--- src/rtl/ppg_window_stats_pkg.sv ---
// Shared definitions for the PPG window statistics block:
// default widths and the control FSM state encoding.
package ppg_window_stats_pkg;
   localparam int ADC_W_DEF    = 8;
   localparam int WIN_LOG2_DEF = 8;

   typedef enum logic [1:0] {
      ST_IDLE    = 2'd0,
      ST_ACCUM   = 2'd1,
      ST_PUBLISH = 2'd2
   } state_t;
endpackage

--- src/rtl/ppg_channel_stats.sv ---
// Running max/min/sum/clip for one ADC channel over a window.
// Outputs are the post-accept values, so the top can capture a window including its final sample.
module ppg_channel_stats #(
   parameter int ADC_W = 8,
   parameter int SUM_W = 16
) (
   input  logic             CLK,
   input  logic             rst,
   input  logic             i_start,
   input  logic             i_accept,
   input  logic [ADC_W-1:0] i_sample,
   output logic [ADC_W-1:0] o_max,
   output logic [ADC_W-1:0] o_min,
   output logic [SUM_W-1:0] o_sum,
   output logic             o_clip
);
   logic [ADC_W-1:0] r_max, r_min;
   logic [SUM_W-1:0] r_sum;
   logic             r_clip;
   logic             w_full_scale;

   assign w_full_scale = (i_sample == '0) || (i_sample == '1);

   always_comb begin
      o_max  = r_max;
      o_min  = r_min;
      o_sum  = r_sum;
      o_clip = r_clip;
      if (i_accept) begin
         if (i_start) begin
            o_max  = i_sample;
            o_min  = i_sample;
            o_sum  = SUM_W'(i_sample);
            o_clip = w_full_scale;
         end else begin
            if (i_sample > r_max) o_max = i_sample;
            if (i_sample < r_min) o_min = i_sample;
            o_sum  = r_sum + SUM_W'(i_sample);
            o_clip = r_clip | w_full_scale;
         end
      end
   end

   always_ff @(posedge CLK) begin
      if (rst) begin
         r_max  <= '0;
         r_min  <= '0;
         r_sum  <= '0;
         r_clip <= 1'b0;
      end else if (i_accept) begin
         r_max  <= o_max;
         r_min  <= o_min;
         r_sum  <= o_sum;
         r_clip <= o_clip;
      end
   end
endmodule

--- src/rtl/ppg_window_stats.sv ---
// Per-window AC/DC extractor for the IR and RED pulse-oximeter channels.
// Publishes max-min, mean and a clip flag every 2**WIN_LOG2 accepted samples.
module ppg_window_stats
   import ppg_window_stats_pkg::*;
#(
   parameter int ADC_W    = ADC_W_DEF,
   parameter int WIN_LOG2 = WIN_LOG2_DEF
) (
   input  logic             CLK,
   input  logic             rst,
   input  logic             Settings_Locked,
   input  logic             Sample_Valid,
   input  logic [ADC_W-1:0] IR_ADC_Value,
   input  logic [ADC_W-1:0] RED_ADC_Value,
   output logic             Out_Valid,
   output logic [ADC_W-1:0] IR_AC,
   output logic [ADC_W-1:0] RED_AC,
   output logic [ADC_W-1:0] IR_DC,
   output logic [ADC_W-1:0] RED_DC,
   output logic             IR_Clip,
   output logic             RED_Clip,
   output logic             Busy
);
   localparam int SUM_W = ADC_W + WIN_LOG2;

   state_t              r_state, w_state_nxt;
   logic [WIN_LOG2-1:0] r_cnt;
   logic                w_accept, w_start, w_last;

   logic [ADC_W-1:0] w_ir_max, w_ir_min, w_red_max, w_red_min;
   logic [SUM_W-1:0] w_ir_sum, w_red_sum;
   logic             w_ir_clip, w_red_clip;

   logic [ADC_W-1:0] r_ir_ac, r_red_ac, r_ir_dc, r_red_dc;
   logic             r_ir_clip, r_red_clip;

   // PUBLISH also accepts: that sample is sample 0 of the next window.
   assign w_accept = Sample_Valid & Settings_Locked & (r_state != ST_IDLE);
   assign w_start  = (r_cnt == '0);
   assign w_last   = w_accept & (r_cnt == '1);

   always_comb begin
      w_state_nxt = r_state;
      case (r_state)
         ST_IDLE:    if (Settings_Locked) w_state_nxt = ST_ACCUM;
         ST_ACCUM:   if (!Settings_Locked) w_state_nxt = ST_IDLE;
                     else if (w_last)      w_state_nxt = ST_PUBLISH;
         ST_PUBLISH: w_state_nxt = Settings_Locked ? ST_ACCUM : ST_IDLE;
         default:    w_state_nxt = ST_IDLE;
      endcase
   end

   always_ff @(posedge CLK) begin
      if (rst) r_state <= ST_IDLE;
      else     r_state <= w_state_nxt;
   end

   // Losing lock throws away the partial window; relock restarts at sample 0.
   always_ff @(posedge CLK) begin
      if (rst || !Settings_Locked) r_cnt <= '0;
      else if (w_accept)           r_cnt <= r_cnt + 1'b1;
   end

   ppg_channel_stats #(.ADC_W(ADC_W), .SUM_W(SUM_W)) u_ir (
      .CLK(CLK), .rst(rst), .i_start(w_start), .i_accept(w_accept),
      .i_sample(IR_ADC_Value), .o_max(w_ir_max), .o_min(w_ir_min),
      .o_sum(w_ir_sum), .o_clip(w_ir_clip)
   );

   ppg_channel_stats #(.ADC_W(ADC_W), .SUM_W(SUM_W)) u_red (
      .CLK(CLK), .rst(rst), .i_start(w_start), .i_accept(w_accept),
      .i_sample(RED_ADC_Value), .o_max(w_red_max), .o_min(w_red_min),
      .o_sum(w_red_sum), .o_clip(w_red_clip)
   );

   always_ff @(posedge CLK) begin
      if (rst) begin
         r_ir_ac    <= '0;
         r_red_ac   <= '0;
         r_ir_dc    <= '0;
         r_red_dc   <= '0;
         r_ir_clip  <= 1'b0;
         r_red_clip <= 1'b0;
      end else if (w_last) begin
         r_ir_ac    <= w_ir_max - w_ir_min;
         r_red_ac   <= w_red_max - w_red_min;
         r_ir_dc    <= ADC_W'(w_ir_sum >> WIN_LOG2);
         r_red_dc   <= ADC_W'(w_red_sum >> WIN_LOG2);
         r_ir_clip  <= w_ir_clip;
         r_red_clip <= w_red_clip;
      end
   end

   assign Out_Valid = (r_state == ST_PUBLISH);
   assign Busy      = (r_state != ST_IDLE);
   assign IR_AC     = r_ir_ac;
   assign RED_AC    = r_red_ac;
   assign IR_DC     = r_ir_dc;
   assign RED_DC    = r_red_dc;
   assign IR_Clip   = r_ir_clip;
   assign RED_Clip  = r_red_clip;
endmodule

--- config.mk ---
export PLATFORM = sky130hd
export DESIGN_NAME = ppg_window_stats
export DESIGN_NICKNAME = d
export VERILOG_FILES = /design/src/rtl/ppg_window_stats_pkg.sv /design/src/rtl/ppg_channel_stats.sv /design/src/rtl/ppg_window_stats.sv
export SDC_FILE = /design/constraint.sdc
export NUM_CORES = 1
export LEC_CHECK = 0
export BUFFER_PORTS_ARGS = -buffer_cell sky130_fd_sc_hd__buf_4
export CORE_MARGIN = 4
export CORE_UTILIZATION = 40
export CTS_BUF_LIST = sky130_fd_sc_hd__clkbuf_4 sky130_fd_sc_hd__clkbuf_8
export CTS_CLUSTER_SIZE = 30
export DETAILED_ROUTE_END_ITERATION = 8
export RECOVER_POWER = 100
export SLEW_MARGIN = 40
export SYNTH_ARGS = -nofsm -noshare
export SYNTH_HDL_FRONTEND = slang
export SYNTH_SLANG_ARGS = --single-unit
--- constraint.sdc ---
create_clock -name CLK -period 4.37 [get_ports CLK]
set_input_delay 0.6555 -clock CLK [delete_from_list [all_inputs] [get_ports CLK]]
set_output_delay 0.6555 -clock CLK [all_outputs]
set_load 0.03 [all_outputs]
Word level (Yosys, flattened, before mapping)
Index checks and enable logic that the tools add are counted.

storage, ports and cells
  register bits = 110
  input bits = 20
  word-level logic and storage cells = 72

operators by class
  $add $sub $neg = 5
  magnitude comparators = 4
  equality and inequality tests = 7
  mux-type cells = 25
  bitwise operators = 5
  reductions and logical operators = 10

operators with widths
  operator               count
  $mux W8                12
  $mux W16               4
  $add A16 B8 Y16        2
  $eq A8 B8 Y1 const B   3
  $logic_not A8 Y1       3
  $gt A8 B8 Y1           2
  $lt A8 B8 Y1           2
  $sub A8 B8 Y8          2
  $add A8 B1 Y8 const B  1
  $mux W2                3
  $pmux W2 S3            1
  $mux W1                5
  $and A1 B1 Y1          3
  $logic_or A1 B1 Y1     3
  $ne A3 B3 Y1 const B   1
  $eq A2 B1 Y1 const B   1
  $eq A2 B2 Y1 const B   1
  $logic_not A2 Y1       1
  $ne A2 B2 Y1 const B   1
  $or A1 B1 Y1           2
  $reduce_and A2 Y1      1
  $reduce_bool A2 Y1     1
  $logic_not A1 Y1       1

Logic depth before layout (Yosys ltp)
  word-level depth = 6
  depth in mapped cells = 21
  mapped depth without buffers = 18

Modules after synthesis
Synthesis repeated with hierarchy kept, for this count alone.

unflattened totals
  cells, all modules = 842
  area, all modules = 7,280.7 um^2

by module, submodules not included
  module             instances  cells each  area each (um^2)
  ppg_channel_stats  2          281         2,491.1
  ppg_window_stats   1          280         2,298.5

Worst setup path after synthesis
OpenSTA, ideal clock, no wires.

  path kind = flip-flop to flip-flop
  from = reg r_cnt[0]
  to = reg r_red_ac[4] (netlist: RED_AC[4])
  library setup time = 0.070 ns
  data arrival time = 4.025 ns
  setup slack = 0.275 ns
  cell stages (with the launch flop) = 21
  path buffers = 3
  cell sequence = dfxtp_1 -> inv_1 -> ha_1 -> or4b_4 -> or4_4 -> buf_6 -> a21oi_4 -> o21ai_2 -> buf_6 -> clkbuf_1 -> nor2_1 -> a21oi_1 -> ha_1 -> fa_1 -> nor2b_1 -> a221o_1 -> o31a_1 -> a21oi_1 -> xnor2_1 -> nand2_1 -> a21oi_1

between the ends
  word-level cells in the longest chain between the ends = 4
  elaborated cells between the ends (all ways) = 8

RTL lines
  item                      RTL line                 source
  start: declaration        ppg_window_stats.sv:27   logic [WIN_LOG2-1:0] r_cnt;
  start signal: assignment  ppg_window_stats.sv:61   else if (w_accept) r_cnt <= r_cnt + 1'b1;
  $logic_not A8 Y1          ppg_window_stats.sv:39   assign w_start = (r_cnt == '0);
  $mux W8                   ppg_channel_stats.sv:30  if (i_start) begin
  $mux W8                   ppg_channel_stats.sv:29  if (i_accept) begin
  $sub A8 B8 Y8             ppg_window_stats.sv:86   r_red_ac <= w_red_max - w_red_min;
  end signal: assignment    ppg_window_stats.sv:86
  end: declaration          ppg_window_stats.sv:34   logic [ADC_W-1:0] r_ir_ac, r_red_ac, r_ir_dc, r_red_dc;

Parallel ways exist; a longest one is shown, timed or not.
A chain may end at the register's enable or synchronous reset.

Worst setup path in the final report
  from = reg r_cnt[0]
  to = reg r_ir_ac[6] (netlist: IR_AC[6])

between the ends
  word-level cells in the longest chain between the ends = 4
  elaborated cells between the ends (all ways) = 8

RTL lines
  item                    RTL line                 source
  $logic_not A8 Y1        ppg_window_stats.sv:39
  $mux W8                 ppg_channel_stats.sv:30
  $mux W8                 ppg_channel_stats.sv:29
  $sub A8 B8 Y8           ppg_window_stats.sv:85   r_ir_ac <= w_ir_max - w_ir_min;
  end signal: assignment  ppg_window_stats.sv:85
  end: declaration        ppg_window_stats.sv:34

Parallel ways exist; a longest one is shown, timed or not.

==> results.py <==
metrics = {
    "sta": {
        "rsz0062_at_grt": "false",
        "worstMarginPinSlew_ps": 1230,
        "finalSetupViolations": 0,
        "hold_viol": 0,
        "maxSlewHeadroom_pct": 18.1,
        "tns_ps": 0,
        "hold_ws_ps": 462,
        "period_minus_slack_ps": 4060,
        "maxSlewViolCount": 0,
        "max_freq_ghz": 0.246,
        "finClkSkew_ps": 16.0,
        "period_share_pct": 92.9,
    },
    "global_route": {
        "globalRouteTotalUtil_pct": 17.5,
        "grt_max_degree": 68,
        "antenna_found_initial": 0,
        "grt_pass1_wl_mm": 28.2,
        "grt_pass1_vias": 5708,
        "grt-ovfl-total": 0,
    },
    "status": {
        "status": "complete, no violations",
    },
    "power_and_ir_drop": {
        "seq_power_share_pct": 52.8,
        "peakVddDrop_uv": 191,
        "switchingPower_mw": 0.552,
        "power_leakage_nw": 2.74,
        "p_per_area_nw_per_um2": 260,
        "p_sw_share_pct": 28.5,
        "clock_power_share_pct": 31.1,
        "p_int_mw": 1.39,
        "pwr-share-comb_pct": 16.1,
    },
    "cts": {
        "clk_pin_slew_worst_paths_ps": 100,
        "cts-buffers-inserted": 9,
        "clock_sinks": 110,
        "cts_tree": "yes",
        "clock_path_buffers": 2,
        "hold_buffers": 0,
        "htreeDepth": 3,
        "root_buffer": "clkbuf_8",
        "clock_latency_ps": 390,
    },
    "final_layout": {
        "register_area_um2": 2200,
        "final_common_cell": "dfxtp_1",
        "diodes": 0,
        "fin_cells": 1115,
        "most-common-layout-cells": "dfxtp_1, nor2_1, nand2_1",
        "multi_input_area_um2": 4200,
        "drive_gt1_share_pct": 6.26,
        "fill_cells": 1750,
        "design_area_um2": 7460,
        "syn2layout_area_growth_pct": 9.24,
        "layout.nets": 971,
    },
    "logic_synthesis": {
        "synth_cell_types": 75,
        "ys_ff_latch": 110,
        "ys_seq_area_share_pct": 32.3,
        "syn_inst": 850,
        "ys_async_sr_fraction_pct": 0,
        "synth_edf_count": 0,
        "synth_top_flop_cell": "dfxtp_1",
        "synth.avg_cell_area_um2": 8.03,
        "synth_area_um2": 6830,
        "ys_warn_count": 0,
        "synth_fp_nets": 930,
    },
    "placed_design": {
        "postPlaceCellArea_um2": 7460,
        "gp_congestion": 0.840,
        "dp_hpwl_mm": 12.2,
        "portBuffers": 55,
        "dp.cells": 1099,
    },
    "setup_path": {
        "critPathCaptureType": "flip-flop",
        "cp_num_buf_inv": 4,
        "critPathKind": "reg2reg",
        "crit_family": "simple AND/OR/NAND/NOR gates",
        "cp_max_fo": 9,
        "crit_chain": "inv_1 -> ha_1 -> or4b_4 -> nor4_4 -> buf_4 -> a2111oi_1 -> buf_4 -> a21oi_2 -> clkbuf_1 -> mux2i_1 -> nor2_1 -> o311a_1 -> or4_1 -> nand3_1",
        "path_common_cell": "buf_4",
        "max_stage_delay_ps": 570,
        "crit_path_top_delay_cell": "mux2i_1",
        "crit_arrival_ps": 4390,
        "worst_ep_required_time_ps": 4700,
        "crit_path_start_kind": "flip-flop",
    },
    "floorplanning": {
        "initial_utilization_pct": 41.0,
        "die_h_um": 139,
        "rows": 47,
        "die_w_um": 139,
        "fp.dieArea_um2": 19200,
        "core-area_um2": 16600,
        "ios": 56,
    },
    "route": {
        "viasPerCell": 5.37,
        "ant_nets": 0,
        "drt_first_iter_violations": 278,
        "dr.pass1.iters": 4,
        "drc": 0,
        "post_drt_wl_per_cell_um": 15.0,
        "totalWireLength_mm": 16.8,
        "num_vias": 5982,
    },
    "hold_path": {
        "min_path_type": "reg2reg",
    },
    "run": {
        "cap_viol_max_count": 0,
    },
}
## flip-flops by register name, summed over array words and instances, names as in the netlist, named ones only
signal        flops
RED_Clip          1
u_ir.r_max        7
u_ir.r_min        8
u_red.r_max       7
u_ir.r_sum       16
RED_AC            8
IR_DC             8
RED_DC            8
u_ir.r_clip       1
IR_AC             8
u_red.r_sum      16
u_red.r_clip      1
r_state           2
IR_Clip           1
u_red.r_min       8
r_cnt             8
## synthesized netlist by cell type (3+ instances only)
cell type	count	share of area, %
a211oi_1	27	3.0
a21boi_0	4	0.44
a21o_1	8	0.88
a21oi_1	60	4.4
a22oi_1	3	0.33
a311oi_1	10	1.3
a31oi_1	6	0.55
and2_1	4	0.37
and3_1	4	0.37
buf_1	6	0.33
buf_6	3	0.49
clkbuf_1	33	1.8
dfxtp_1	110	32
fa_1	4	1.2
ha_1	56	10
inv_1	61	3.4
mux2_2	4	0.66
mux2i_1	10	1.5
nand2_1	77	4.2
nand2b_1	5	0.46
nand3_1	17	1.2
nand3b_1	15	1.6
nand4_1	13	1.2
nand4b_1	4	0.51
nor2_1	99	5.4
nor2b_1	22	2.0
nor3_1	21	1.5
nor3b_1	5	0.55
nor4_1	5	0.46
nor4b_1	3	0.38
o211ai_1	13	1.4
o21a_1	3	0.33
o21ai_0	43	3.2
o22ai_1	3	0.27
o31ai_1	3	0.33
or3_1	3	0.27
or4_1	4	0.44
xnor2_1	26	3.3
xor2_1	11	1.4
## area by class of cell
cell class	instances	share of cell area (%)
Sequential cell	110	29.5
Tap cell	220	3.69
Timing Repair Buffer	74	4.95
Multi-Input combinational cell	634	56.3
Clock inverter	2	0.235
Clock buffer	13	2.15
Inverter	62	3.12
## per-stage QoR
stage | util (%) | power, mW | setup WS, ps
after global routing | 44.8 | 2.05 | 6.46
final | 44.8 | 1.94 | 309
after floorplan | - | 1.27 | 275
after detailed placement | 44.8 | 1.36 | 231
after CTS | 45.9 | 1.98 | 258
after global placement | 44.8 | 1.36 | 308
## worst reg2reg max path: cells and delay by family (launching register included)
family | cells | cell delay, ps
fa+ha+maj | 1 | 150
buf+inv | 4 | 800
simple gates | 5 | 1420
mux | 1 | 570
compound gates | 3 | 740
flops | 1 | 340
## power groups by stage
stage	combinational, mW	clock [mW]	sequential [mW]
2_1_floorplan	0.230	0	1.04
3_3_place_gp	0.316	0	1.05
3_5_place_dp	0.317	0	1.05
4_1_cts	0.318	0.634	1.02
5_1_grt	0.357	0.666	1.02
6_report	0.312	0.603	1.02
## repair_timing
| action | in CTS | in global routing |
|---|---|---|
| setup endpoints to repair | 0 | 2 |
| gates resized for setup | 0 | 1 |
| setup buffers | 0 | 1 |
| endpoints found under the hold margin | 0 | 0 |
## routing by layer
layer | up-vias | global-route usage (%) | wire length, um
met5 | - | 0 | 0
met4 | 0 | 5.05 | 365
met3 | 22 | 3.17 | 535
met2 | 88 | 30.0 | 7770
met1 | 2793 | 22.7 | 8100
li1 | 3079 | - | -
## path summary, 6_finish.rpt
kind,startpoint,to,slack [ps],depth (start not counted)
setup / recovery,r_cnt[0]$_SDFFE_PP0P_,IR_AC[6]$_SDFFE_PP0P_,310,14
hold / removal,IR_AC[3]$_SDFFE_PP0P_,IR_AC[3]$_SDFFE_PP0P_,460,2
setup reg to reg,r_cnt[0]$_SDFFE_PP0P_,IR_AC[6]$_SDFFE_PP0P_,310,14
hold reg to reg,IR_AC[3]$_SDFFE_PP0P_,IR_AC[3]$_SDFFE_PP0P_,460,2
## logic make-up after synthesis
| kind of cell | synth area share (%) |
|---|---|
| compound gates | 20.4 |
| xor+xnor | 4.75 |
| fa+ha+maj | 11.6 |
| buf+inv | 6.19 |
| flops | 32.3 |
| mux | 2.33 |
| simple gates | 22.5 |
(Power assumes the default switching activity.)
